## config.mk

```make
export PLATFORM = sky130hd
export DESIGN_NAME = cpe_column_sequencer
export DESIGN_NICKNAME = d
export VERILOG_FILES = /design/src/rtl/cpe_column_sequencer.sv
export SDC_FILE = /design/constraint.sdc
export NUM_CORES = 1
export LEC_CHECK = 0
export CAP_MARGIN = 5
export CORE_UTILIZATION = 45
export DETAILED_ROUTE_END_ITERATION = 7
export GPL_TIMING_DRIVEN = 0
export PLACE_DENSITY = 0.69
export SYNTH_ARGS = -nofsm -noshare
export SYNTH_HDL_FRONTEND = slang
export SYNTH_SLANG_ARGS = --single-unit
```

## constraint.sdc

```tcl
create_clock -name clk -period 4.45 [get_ports clk]
set_input_delay 0.89 -clock clk [delete_from_list [all_inputs] [get_ports clk]]
set_output_delay 0.89 -clock clk [all_outputs]
set_load 0.05 [all_outputs]
```

## src/rtl/cpe_column_sequencer.sv

```systemverilog
// Sequencer for one column of ROWS compensation processing elements.
// A pass preloads ROWS 3-bit weights into the column, streams vec_len 7-bit
// activations into it, and then waits until the last activation's
// compensation sum has come out of the bottom CPE.
//
// state  | meaning
// -------+-------------------------------------------------------------
// IDLE   | waiting for start; both readies low
// LOAD   | accepting ROWS weights and forwarding them down the column
// STREAM | accepting vec_len activations and forwarding them
// DRAIN  | no new valids; waiting for the result pipeline to empty
// DONE   | one-cycle done pulse, then back to IDLE

module cpe_column_sequencer #(
  parameter int ROWS  = 8,
  parameter int LEN_W = 8
) (
  input  logic             clk,
  input  logic             rst,
  input  logic             start,
  input  logic [LEN_W-1:0] vec_len,
  input  logic [2:0]       cw_in,
  input  logic             cw_in_valid,
  output logic             cw_in_ready,
  input  logic [6:0]       act_in,
  input  logic             act_in_valid,
  output logic             act_in_ready,
  output logic [2:0]       cw_out,
  output logic             cw_out_valid,
  output logic [6:0]       act_out,
  output logic             act_out_valid,
  output logic             result_valid,
  output logic             busy,
  output logic             done
);

  localparam int CNT_W = $clog2(ROWS + 1);

  localparam logic [2:0] S_IDLE   = 3'd0;
  localparam logic [2:0] S_LOAD   = 3'd1;
  localparam logic [2:0] S_STREAM = 3'd2;
  localparam logic [2:0] S_DRAIN  = 3'd3;
  localparam logic [2:0] S_DONE   = 3'd4;

  logic [2:0]       state_q, state_d;
  logic [LEN_W-1:0] vec_len_q, vec_len_d;
  logic [CNT_W-1:0] load_cnt_q, load_cnt_d;
  logic [LEN_W-1:0] act_cnt_q, act_cnt_d;
  logic [2:0]       cw_out_q, cw_out_d;
  logic             cw_out_valid_q, cw_out_valid_d;
  logic [6:0]       act_out_q, act_out_d;
  logic             act_out_valid_q, act_out_valid_d;
  logic [ROWS-1:0]  res_sr_q, res_sr_d;

  logic cw_hs;
  logic act_hs;

  // Readies depend on state only, so a source can never see them react to its own valid.
  assign cw_in_ready  = (state_q == S_LOAD);
  assign act_in_ready = (state_q == S_STREAM);
  assign cw_hs        = cw_in_ready & cw_in_valid;
  assign act_hs       = act_in_ready & act_in_valid;

  assign cw_out        = cw_out_q;
  assign cw_out_valid  = cw_out_valid_q;
  assign act_out       = act_out_q;
  assign act_out_valid = act_out_valid_q;
  assign result_valid  = res_sr_q[ROWS-1];
  assign busy          = (state_q != S_IDLE);
  assign done          = (state_q == S_DONE);

  // Next-state, counter, forwarding-register and result-tracker logic.
  always_comb begin
    state_d    = state_q;
    vec_len_d  = vec_len_q;
    load_cnt_d = load_cnt_q;
    act_cnt_d  = act_cnt_q;

    // Forwarding registers: data holds between handshakes, valid is one cycle per item.
    cw_out_valid_d  = cw_hs;
    cw_out_d        = cw_hs ? cw_in : cw_out_q;
    act_out_valid_d = act_hs;
    act_out_d       = act_hs ? act_in : act_out_q;

    // One stage per CPE row; the last stage marks a finished sum at the column bottom.
    res_sr_d    = res_sr_q << 1;
    res_sr_d[0] = act_out_valid_q;

    case (state_q)
      S_IDLE: begin
        if (start) begin
          vec_len_d  = vec_len;
          load_cnt_d = '0;
          act_cnt_d  = '0;
          state_d    = S_LOAD;
        end
      end
      S_LOAD: begin
        if (cw_hs) begin
          load_cnt_d = load_cnt_q + CNT_W'(1);
          if (load_cnt_q == CNT_W'(ROWS - 1)) begin
            state_d = (vec_len_q != '0) ? S_STREAM : S_DRAIN;
          end
        end
      end
      S_STREAM: begin
        if (act_hs) begin
          act_cnt_d = act_cnt_q + LEN_W'(1);
          if (act_cnt_q == vec_len_q - LEN_W'(1)) begin
            state_d = S_DRAIN;
          end
        end
      end
      S_DRAIN: begin
        // The last activation may still be in the forwarding register, not yet in the tracker.
        if ((res_sr_q == '0) && !act_out_valid_q) begin
          state_d = S_DONE;
        end
      end
      S_DONE: begin
        state_d = S_IDLE;
      end
      default: begin
        state_d = S_IDLE;
      end
    endcase
  end

  // State and datapath registers with asynchronous active-low clear.
  always_ff @(posedge clk or negedge rst) begin
    if (!rst) begin
      state_q         <= S_IDLE;
      vec_len_q       <= '0;
      load_cnt_q      <= '0;
      act_cnt_q       <= '0;
      cw_out_q        <= '0;
      cw_out_valid_q  <= 1'b0;
      act_out_q       <= '0;
      act_out_valid_q <= 1'b0;
      res_sr_q        <= '0;
    end else begin
      state_q         <= state_d;
      vec_len_q       <= vec_len_d;
      load_cnt_q      <= load_cnt_d;
      act_cnt_q       <= act_cnt_d;
      cw_out_q        <= cw_out_d;
      cw_out_valid_q  <= cw_out_valid_d;
      act_out_q       <= act_out_d;
      act_out_valid_q <= act_out_valid_d;
      res_sr_q        <= res_sr_d;
    end
  end

endmodule

```

==> results of run 1 <==
-- cell type report --
cell class | instances | area [sq um] | area share [%]
timing repair buffer | 40 | 413 | 15.8
clock buffer | 6 | 72.6 | 2.77
inverter | 3 | 11.3 | 0.430
clock inverter | 2 | 60.1 | 2.29
multi-input combinational | 120 | 868 | 33.1
buffer | 10 | 56.3 | 2.15
sequential | 43 | 1080 | 41.1
tap | 50 | 62.6 | 2.39
-- worst max-delay path: stages, from the launching register on --
cell	delay [ns]
sky130_fd_sc_hd__dfrtp_1	0.42
sky130_fd_sc_hd__clkbuf_1	0.23
sky130_fd_sc_hd__nor2_1	0.17
sky130_fd_sc_hd__and2_1	0.20
sky130_fd_sc_hd__clkdlybuf4s50_1	0.82
-- cells in the final DEF (no fill, tap or decap), drive strengths merged, types with 4 or more instances in the layout --
| master | netlist | layout |
|---|---|---|
| o21ai | 8 | 8 |
| clkdlybuf4s50 | 0 | 38 |
| nand2 | 11 | 11 |
| dfrtp | 43 | 43 |
| nor3b | 4 | 4 |
| mux2i | 4 | 4 |
| clkbuf | 3 | 9 |
| xor2 | 13 | 13 |
| nor2 | 18 | 18 |
| nand3 | 7 | 7 |
| mux2 | 18 | 18 |
| buf | 7 | 9 |
-- cell families after synthesis --
logic type	Yosys count
simple gates	59
flops	43
xor+xnor	16
fa+ha+maj	3
compound gates	20
buf+inv	13
mux	22
-- worst min-delay path by stage --
stage | startpoint | cells after the start | slack (ns) | to
2_1_floorplan | res_sr_q[2]$_DFF_PN0_ | 0 | 0.35 | res_sr_q[3]$_DFF_PN0_
3_3_place_gp | res_sr_q[1]$_DFF_PN0_ | 0 | 0.36 | res_sr_q[2]$_DFF_PN0_
3_5_place_dp | res_sr_q[6]$_DFF_PN0_ | 0 | 0.37 | res_sr_q[7]$_DFF_PN0_
4_1_cts | res_sr_q[1]$_DFF_PN0_ | 0 | 0.38 | res_sr_q[2]$_DFF_PN0_
5_1_grt | res_sr_q[1]$_DFF_PN0_ | 0 | 0.40 | res_sr_q[2]$_DFF_PN0_
6_report | res_sr_q[1]$_DFF_PN0_ | 0 | 0.38 | res_sr_q[2]$_DFF_PN0_
-- per-layer routing --
| layer | global-route usage [%] | part of all wire (%) | vias to the layer above |
|---|---|---|---|
| met1 | 26.0 | 46 | 727 |
| met3 | 6.74 | 4.2 | 5 |
| met4 | 6.89 | 1.4 | 0 |
| met5 | 0 | 0 | - |
| li1 | - | - | 705 |
| met2 | 34.0 | 48 | 35 |
-- flip-flops by register name (all words and copies together), names as in the netlist --
name / flops
load_cnt_q: 4
act_out_valid: 1
state_q: 3
act_cnt_q: 8
cw_out_valid: 1
act_out: 7
vec_len_q: 8
res_sr_q: 8
cw_out: 3
-- power by group through the flow --
| stage | registers, W | clock network, W | logic [W] |
|---|---|---|---|
| floorplan | 0.000815 | 0 | 0.000471 |
| global placement | 0.000641 | 0 | 0.000888 |
| detailed placement | 0.000653 | 0 | 0.000913 |
| CTS | 0.000645 | 0.000363 | 0.000919 |
| global route | 0.000666 | 0.000382 | 0.000988 |
| finish | 0.000644 | 0.000354 | 0.000912 |
-- per-stage QoR --
stage | hold slack [ns] | instance area, sq um | cells
floorplan | 0.354 | 2010 | 176
global placement | 0.362 | 2460 | 265
detailed placement | 0.369 | 2490 | 266
CTS | 0.384 | 2620 | 274
global route | 0.402 | 2620 | 274
finish | 0.383 | 2620 | 274
==> results.md, run 1 <==
* Combinational Power Share at 47.7%
* Switching power share of the total at 40.6%
* Number of nets in the synthesized netlist at 202
* Vias post-DR at 1472
* Final critical-path required period at 3.03 ns
* Half-perimeter wire length after detailed placement at 3.16 mm
* CTS-repair resized insts at 0
* Most frequent cell after synthesis: sky130_fd_sc_hd__dfrtp_1
* XOR/XNOR Fraction of Synth Area at 6.97%
* Yosys cell types at 39
* Worst hold path type: reg -> reg
* Setup slack, reg-to-reg at 2.47 ns
* Diode count at 0
* Number of clock sinks seen by CTS at 43
* Number of detailed-routing iterations run before antenna repair at 4
* Data arrival time of the critical path at 2.14 ns
* Internal cell power at 0.00114 W
* Number of flops mapped to enable cells by yosys at 0
* Maximum number of pins on one net before global-route repair at 23
* Residual overflow from global routing at 0
* Core Footprint at 4140 sq um
* Most area-consuming cells after synthesis: sky130_fd_sc_hd__dfrtp_1 53%, sky130_fd_sc_hd__mux2_2 10%, sky130_fd_sc_hd__xor2_1 5.7%
* Adder-Cell Fraction of Synth Area at 1.87%
* Clock tree from TritonCTS: yes
* Area growth, synth to finish at 30.2%
* Antenna-violating nets left at 0
* Count of fill cells added during filler insertion at 343
* Placement Rows at 23
* Pwr Density at 729 nW/um^2
* Total GRT Usage at 20.9%
* Share of cells above drive strength 1 at 17.0%
* Post-placement worst setup slack at 1.74 ns
* Critical path endpoint category: output port
* Number of placed I/O pins at 40
* Category of the critical setup timing path: reg -> out
* Post-Syn Area per Cell at 11.4 sq um
* Run status: finished clean
* CTS root buf: sky130_fd_sc_hd__clkbuf_8
* Required time at the endpoint of the critical path at 3.56 ns
* Wire length reported by the detailed router at 4.20 mm
* Hold buffers post-CTS at 0
* Post-Route Skew at 0.00265 ns
* Average detailed-routed wire length per instance at 15.3 microns
* Compound-cell area share of the yosys netlist at 7.03%
* Post-route setup TNS at 0 ns
* Remaining routing DRC violations at 0
* Number of buffers inserted by port buffering at 39
* Asr flop ratio synth at 100%
* Maximum root-to-sink buffer count at 2
* Slew Limit Headroom at 64.3%
* Slack of the critical path at 1.42 ns
* Ys flop type: sky130_fd_sc_hd__dfrtp_1
* R2r endpoint: state_q[0]$_DFFE_PN0P_
* Number of global-route vias before repair at 1476
* Slew Limit Fails at 0
* Setup Buffers After CTS at 0
* First-pass GRT wire length at 6.93 mm
* Synthesized netlist cell count at 176
* Synth Register Bits at 43
* Initial antenna violation count at 0
* Final #Nets at 249
* Share of Yosys cell area claimed by the top area cell type at 53.5%
* Final worst-path cycle share at 68.0%
* CP Launch Type: register
* Dominant cell type by area after synthesis: sky130_fd_sc_hd__dfrtp_1
* Max rail drop VDD at 0.000384 V
* Portion of netlist area occupied by mux cells at 12.1%
* Simple-gate share of the synthesized area at 15.2%
* Largest family of logic cells by synthesized area: simple AND/OR/NAND/NOR gates
* Die Span X at 68.9 microns
* Cell Area, Synth at 2010 sq um
* Part of the total power dissipated in the clock network at 18.5%
* Number of cells traversed by the worst register-to-register path at 6
* Final hold violations at 0
* Number of buffers created by CTS at 5
* Die Outline Area at 4740 sq um
* Post-synthesis sequential area ratio at 53.5%
* Static leakage at 1.15 nW
* Count of routing violations after the opening detailed-route iteration at 102
* Post-layout power at 0.00191 W
* Source of the worst register-to-register timing path: vec_len_q[0]$_DFFE_PN0P_
* Final GP Congestion at 0.833
* Synth warnings at 0
* Level count of the clock H-tree at 2
* Unrepaired setup endpoints after global routing: no
* Clock latency reported for the late side of the worst-skew pair at 0.29 ns
* Worst Tran Pin Value at 0.528 ns
* DIE HEIGHT at 68.9 microns
* Top post-synthesis cells by count: 43 x sky130_fd_sc_hd__dfrtp_1, 18 x sky130_fd_sc_hd__mux2_2, 16 x sky130_fd_sc_hd__nor2_1
* Effective utilization at floorplan at 48.6%
* Max-cap check violation count at 0
* Routed vias/inst at 5.37
* Switch Pwr at 0.000775 W
* Utilization after layout at 63.2%
* Highest clock frequency the design can meet at 0.331 GHz
* Start point of the critical path: state_q[0]$_DFFE_PN0P_
* Final setup viols at 0
* Sequential share of power at 33.7%
* Destination of the critical timing path: act_in_ready
* Clock-pin slew reported for the worst setup and hold paths after clock tree synthesis at 0.08 ns
* Maximum fanout count along the critical path at 10
Power figures use the tool's default switching activity.
==> inputs of run 2 (changes only) <==
- PLACE_DENSITY: 0.69 -> 0.72
- clock period: 4.45 -> 2.7 ns (I/O delays scaled with it)
==> results.md, run 2 (synthesis gave the netlist of run 1 again) <==
* Wire length reported by the detailed router at 4.06 mm (was 4.20 mm)
* Combinational Power Share at 48.4% (was 47.7%)
* Antenna-violating nets left at 0 (unchanged)
* Static leakage at 1.15 nW (about the same)
* Number of global-route vias before repair at 1444 (was 1476)
* Top library cells by usage in the layout, fill and taps aside: 43 x sky130_fd_sc_hd__dfrtp_1, 37 x sky130_fd_sc_hd__clkdlybuf4s50_1, 18 x sky130_fd_sc_hd__mux2_2 (was 43 x sky130_fd_sc_hd__dfrtp_1, 38 x sky130_fd_sc_hd__clkdlybuf4s50_1, 18 x sky130_fd_sc_hd__mux2_2)
* Final hold violations at 0 (unchanged)
* Required time at the endpoint of the critical path at 2.16 ns (was 3.56 ns)
* Share of cells above drive strength 1 at 17.0% (about the same)
* Met2 track demand over resource in global routing at 33.5% (was 34.0%)
* Final worst-path cycle share at 94.7%
* Switch Pwr at 0.00129 W (was 0.000775 W)
* R2r endpoint: state_q[0]$_DFFE_PN0P_ (unchanged)
* Effective utilization at floorplan at 48.6% (unchanged)
* Number of clock sinks seen by CTS at 43 (unchanged)
* Half-perimeter wire length after detailed placement at 2.97 mm (was 3.16 mm)
* Pwr Density at 1200 nW/um^2 (was 729 nW/um^2)
* CTS-repair resized insts at 0 (unchanged)
* Number of placed I/O pins at 40 (unchanged)
* Max-cap check violation count at 0 (unchanged)
* Number of buffers inserted by port buffering at 39 (unchanged)
* Hold buffers post-CTS at 0 (unchanged)
* Layer with the highest usage: met2 (unchanged)
* Run status: finished clean (unchanged)
* Max rail drop VDD at 0.000777 V (was 0.000384 V)
* Maximum fanout count along the critical path at 10 (unchanged)
* Initial antenna violation count at 0 (unchanged)
* Highest clock frequency the design can meet at 0.391 GHz
* Met1 Track Usage GR at 22.7% (was 26.0%)
* Sequential share of power at 34.4% (was 33.7%)
* Slew Limit Fails at 0 (unchanged)
* Final critical-path required period at 2.56 ns
* Crit-path slowest cell: sky130_fd_sc_hd__clkdlybuf4s50_1 (unchanged)
* Clock tree from TritonCTS: yes (unchanged)
* Critical path endpoint category: output port (unchanged)
* Total GRT Usage at 19.3% (was 20.9%)
* Die Outline Area at 4740 sq um (unchanged)
* Routed vias/inst at 5.38 (was 5.37)
* Residual overflow from global routing at 0 (unchanged)
* Peak per-stage delay on the critical path at 0.70 ns (was 0.82 ns)
* Setup Buffers After CTS at 0 (unchanged)
* Internal cell power at 0.00180 W (was 0.00114 W)
* Final #Nets at 248 (was 249)
* Average detailed-routed wire length per instance at 14.9 microns (was 15.3 microns)
* Maximum root-to-sink buffer count at 2 (unchanged)
* Post-layout power at 0.00309 W (was 0.00191 W)
* Switching power share of the total at 41.7% (was 40.6%)
* Final GP Congestion at 0.808 (was 0.833)
* Vias post-DR at 1468 (was 1472)
* Number of detailed-routing iterations run before antenna repair at 4 (unchanged)
* Worst hold path type: in -> async (was reg -> reg)
* Part of the total power dissipated in the clock network at 17.2% (was 18.5%)
* Remaining routing DRC violations at 0 (unchanged)
* Post-route setup TNS at 0 ns (unchanged)
* Area growth, synth to finish at 28.4% (was 30.2%)
* Clock-pin slew reported for the worst setup and hold paths after clock tree synthesis at 0.09 ns (was 0.08 ns)
* Diode count at 0 (unchanged)
* Placement Rows at 23 (unchanged)
* Final setup viols at 0 (unchanged)
* Level count of the clock H-tree at 2 (unchanged)
* Die Span X at 68.9 microns (unchanged)
* Setup slack, reg-to-reg at 0.72 ns (was 2.47 ns)
* First-pass GRT wire length at 6.48 mm (was 6.93 mm)
* Number of cells traversed by the worst register-to-register path at 6 (unchanged)
* Category of the critical setup timing path: reg -> out (unchanged)
* Met3 demand-to-capacity share in global routing at 5.10% (was 6.74%)
* Most common library cell in the layout ignoring fill and taps: sky130_fd_sc_hd__dfrtp_1 (unchanged)
* Count of routing violations after the opening detailed-route iteration at 83 (was 102)
* Source of the worst register-to-register timing path: vec_len_q[0]$_DFFE_PN0P_ (unchanged)
* CP Launch Type: register (unchanged)
* Crit-path cells: clkbuf_1 > or3_1 > clkdlybuf4s50_1 (was clkbuf_1 > nor2_1 > and2_1 > clkdlybuf4s50_1)
* Clock latency reported for the late side of the worst-skew pair at 0.30 ns (was 0.29 ns)
* Number of buffers created by CTS at 5 (unchanged)
* Largest registers: act_cnt_q (8), res_sr_q (8), vec_len_q (8) (unchanged)
* Utilization after layout at 62.3% (was 63.2%)
* CTS root buf: sky130_fd_sc_hd__clkbuf_8 (unchanged)
* Unrepaired setup endpoints after global routing: no (unchanged)
* CP bufs+invs at 2 (unchanged)
* Worst Tran Pin Value at 0.911 ns (was 0.528 ns)
* Data arrival time of the critical path at 2.02 ns (was 2.14 ns)
* Core Footprint at 4140 sq um (unchanged)
* Post-Route Skew at 0.00630 ns (was 0.00265 ns)
* Largest delay contributor family on the critical path: buffers and inverters (unchanged)
* Slew Limit Headroom at 39.3% (was 64.3%)
* Maximum number of pins on one net before global-route repair at 44 (was 23)
* DIE HEIGHT at 68.9 microns (unchanged)
[run 2: area by class of cell]
cell class / instances / area [sq um]
Fill cell: 329 / 1560
Sequential cell: 43 / 1080
Multi-Input combinational cell: 120 / 868
Timing Repair Buffer: 39 / 388
Clock buffer: 6 / 82.6
Tap cell: 50 / 62.6
Buffer: 10 / 56.3
Clock inverter: 2 / 38.8
Inverter: 3 / 11.3
[run 2: layer usage]
metal,vias up,share of wire (%)
met5,-,0
met4,0,1.4
met3,7,5.9
met2,51,51
met1,712,42
li1,698,-
[run 2: worst max path at each step]
stage                           startpoint                  endpoint  slack (ns)  cells after the start
floorplan           state_q[2]$_DFFE_PN0P_     cw_out[0]$_DFFE_PN0P_        0.21                      5
global placement                       rst  vec_len_q[1]$_DFFE_PN0P_        0.11                      1
detailed placement                   start  vec_len_q[0]$_DFFE_PN0P_        0.33                      5
CTS                 state_q[0]$_DFFE_PN0P_              act_in_ready        0.03                      4
global route        state_q[0]$_DFFE_PN0P_                      busy        0.04                      3
finish              state_q[0]$_DFFE_PN0P_                      busy        0.14                      3
[run 2: power groups by stage]
stage / logic, W / clock network (W) / registers [W]
2_1_floorplan: 0.000776 / 0 / 0.00134
3_3_place_gp: 0.00146 / 0 / 0.00105
3_5_place_dp: 0.00150 / 0 / 0.00107
4_1_cts: 0.00150 / 0.000540 / 0.00106
5_1_grt: 0.00161 / 0.000570 / 0.00110
6_report: 0.00149 / 0.000531 / 0.00106
[run 2: stage by stage]
step | std cells | hold slack, ns | setup slack (ns) | area (sq um)
after detailed placement | 265 | 0.368 | 0.333 | 2460
after global placement | 265 | 0.362 | 0.109 | 2460
after CTS | 273 | 0.387 | 0.0271 | 2580
after floorplan | 176 | 0.244 | 0.207 | 2010
final | 273 | 0.369 | 0.144 | 2580
after global routing | 273 | 0.395 | 0.0427 | 2580
==> inputs of run 3 (changes only) <==
- CORE_UTILIZATION: 45 -> 46
- PLACE_DENSITY: 0.72 -> 0.76
==> results.md, run 3 (synthesis gave the netlist of run 1 again) <==
* Run status: finished clean (unchanged)
* Crit-path slowest cell: sky130_fd_sc_hd__clkdlybuf4s50_1 (unchanged)
* Remaining routing DRC violations at 0 (unchanged)
* Final GP Congestion at 0.778 (was 0.808)
* Vias post-DR at 1427 (was 1468)
* Final instance area at 2560 sq um (was 2580 sq um)
* Count of fill cells added during filler insertion at 352 (was 329)
* DIE HEIGHT at 68.1 microns (was 68.9 microns)
* Final #Nets at 249 (was 248)
* Critical path endpoint category: output port (unchanged)
* Share of cells above drive strength 1 at 17.0% (unchanged)
* Diode count at 0 (unchanged)
* Slew Limit Headroom at 60.6% (was 39.3%)
* First-pass GRT wire length at 6.38 mm (was 6.48 mm)
* Worst Tran Pin Value at 0.583 ns (was 0.911 ns)
* Post-layout instance count excluding filler cells at 273 (unchanged)
* Placement Rows at 23 (unchanged)
* Slack of the critical path at 0.146 ns (was 0.144 ns)
* Maximum number of pins on one net before global-route repair at 29 (was 44)
* Max rail drop VDD at 0.000661 V (was 0.000777 V)
* Number of buffers created by CTS at 5 (unchanged)
* Post-placement worst setup slack at 0.311 ns (was 0.333 ns)
* Sequential share of power at 35.9% (was 34.4%)
* Number of detailed-routing iterations run before antenna repair at 4 (unchanged)
* Half-perimeter wire length after detailed placement at 2.79 mm (was 2.97 mm)
* CTS root buf: sky130_fd_sc_hd__clkbuf_8 (unchanged)
* Static leakage at 1.14 nW (was 1.15 nW)
* Final worst-path cycle share at 94.6% (was 94.7%)
* Clock-pin slew reported for the worst setup and hold paths after clock tree synthesis at 0.09 ns (about the same)
* Final setup viols at 0 (unchanged)
* Initial antenna violation count at 0 (unchanged)
* Maximum root-to-sink buffer count at 2 (unchanged)
* Data arrival time of the critical path at 2.01 ns (was 2.02 ns)
* Peak per-stage delay on the critical path at 0.70 ns (about the same)
* Largest registers: act_cnt_q (8), res_sr_q (8), vec_len_q (8) (unchanged)
* Die Span X at 68.1 microns (was 68.9 microns)
* Placed insts at 266 (was 265)
* Final critical-path required period at 2.55 ns (was 2.56 ns)
* Clock latency reported for the late side of the worst-skew pair at 0.30 ns (about the same)
* Unrepaired setup endpoints after global routing: no (unchanged)
* Wire length reported by the detailed router at 3.89 mm (was 4.06 mm)
* FF+latch area at 1080 sq um (unchanged)
* Area growth, synth to finish at 27.5% (was 28.4%)
* Number of buffers inserted by port buffering at 39 (unchanged)
* Die Outline Area at 4640 sq um (was 4740 sq um)
* Final hold violations at 0 (unchanged)
* Post-route setup TNS at 0 ns (unchanged)
* Total placed instance area at 2480 sq um (was 2460 sq um)
* Number of placed I/O pins at 40 (unchanged)
* Highest clock frequency the design can meet at 0.392 GHz (was 0.391 GHz)
* Category of the critical setup timing path: reg -> out (unchanged)
* Average detailed-routed wire length per instance at 14.2 microns (was 14.9 microns)
* Pwr Density at 1150 nW/um^2 (was 1200 nW/um^2)
* Residual overflow from global routing at 0 (unchanged)
* Required time at the endpoint of the critical path at 2.16 ns (about the same)
* Top library cells by usage in the layout, fill and taps aside: 43 x sky130_fd_sc_hd__dfrtp_1, 37 x sky130_fd_sc_hd__clkdlybuf4s50_1, 18 x sky130_fd_sc_hd__mux2_2 (unchanged)
* Most common library cell in the layout ignoring fill and taps: sky130_fd_sc_hd__dfrtp_1 (unchanged)
* Max-cap check violation count at 0 (unchanged)
* Part of the total power dissipated in the clock network at 13.5% (was 17.2%)
* Core Footprint at 4090 sq um (was 4140 sq um)
* Count of routing violations after the opening detailed-route iteration at 132 (was 83)
* Switching power share of the total at 43.0% (was 41.7%)
* Post-Route Skew at 0.00849 ns (was 0.00630 ns)
* Total GRT Usage at 19.2% (was 19.3%)
* Number of clock sinks seen by CTS at 43 (unchanged)
* Number of global-route vias before repair at 1362 (was 1444)
* Combinational Power Share at 50.5% (was 48.4%)
* Routed vias/inst at 5.23 (was 5.38)
* Clock tree from TritonCTS: yes (unchanged)
* Slew Limit Fails at 0 (unchanged)
* Maximum fanout count along the critical path at 10 (unchanged)
* Crit-path cells: clkbuf_1 > or3_1 > clkdlybuf4s50_1 (unchanged)
* Antenna-violating nets left at 0 (unchanged)
* Level count of the clock H-tree at 2 (unchanged)
* Worst hold path type: in -> async (unchanged)
* Multi-input combinational cell area at 868 sq um (unchanged)
* CP Launch Type: register (unchanged)
* Effective utilization at floorplan at 49.2% (was 48.6%)
* Internal cell power at 0.00168 W (was 0.00180 W)
* Switch Pwr at 0.00126 W (was 0.00129 W)
* Setup Buffers After CTS at 0 (unchanged)
run 3: final cells by class:
cell class / instances / area share [%]
clock inverters: 2 / 0.537
multi-input cells: 120 / 33.9
inverters: 3 / 0.439
well taps: 50 / 2.44
flip-flops and latches: 43 / 42.0
repair buffers: 40 / 15.9
plain buffers: 10 / 2.20
clock buffers: 5 / 2.68
run 3: repair_timing:
item	CTS	global route
hold buffers	0	0
setup endpoints to repair	0	1
endpoints found under the hold margin	0	0
resized for setup	0	1
run 3: stage by stage:
step                total power, W  util [%]  hold slack [ns]
floorplan                  0.00212         -            0.244
global placement           0.00253      60.3            0.357
detailed placement         0.00256      60.7            0.367
CTS                        0.00297      62.7            0.168
global route               0.00314      62.8            0.178
finish                     0.00294      62.8            0.161
run 3: worst max-delay path, delay by kind of cell (launching register included):
| family | cells | cell delay (ns) |
|---|---|---|
| buffers and inverters | 2 | 0.93 |
| flip-flops | 1 | 0.40 |
| AND/OR/NAND/NOR | 1 | 0.38 |
run 3: path summary, 6_finish.rpt:
path | from | end | cells past startpoint | slack [ns]
worst max-delay path | state_q[0]$_DFFE_PN0P_ | busy | 3 | 0.15
worst min-delay path | rst | cw_out[2]$_DFFE_PN0P_ | 1 | 0.16
worst max register to register | vec_len_q[0]$_DFFE_PN0P_ | state_q[0]$_DFFE_PN0P_ | 7 | 0.72
worst min register to register | res_sr_q[3]$_DFF_PN0_ | res_sr_q[4]$_DFF_PN0_ | 0 | 0.38
max in group asynchronous | rst | vec_len_q[0]$_DFFE_PN0P_ | 2 | 2.04
min in group clk | res_sr_q[3]$_DFF_PN0_ | res_sr_q[4]$_DFF_PN0_ | 0 | 0.38
run 3: routing by layer:
metal | track usage [%] | vias up | share of wire (%) | routed length, microns
met5 | 0 | - | 0 | 0
li1 | - | 707 | - | -
met1 | 24.9 | 669 | 49 | 1890
met2 | 29.0 | 45 | 44 | 1710
met3 | 6.00 | 6 | 5.9 | 228
met4 | 9.11 | 0 | 1.6 | 61
run 3: power by group through the flow:
| stage | Clock (W) | Combinational (W) | Sequential [W] |
|---|---|---|---|
| floorplan | 0 | 0.000776 | 0.00134 |
| global placement | 0 | 0.00147 | 0.00106 |
| detailed placement | 0 | 0.00149 | 0.00107 |
| CTS | 0.000409 | 0.00150 | 0.00106 |
| global route | 0.000435 | 0.00161 | 0.00109 |
| finish | 0.000398 | 0.00149 | 0.00106 |
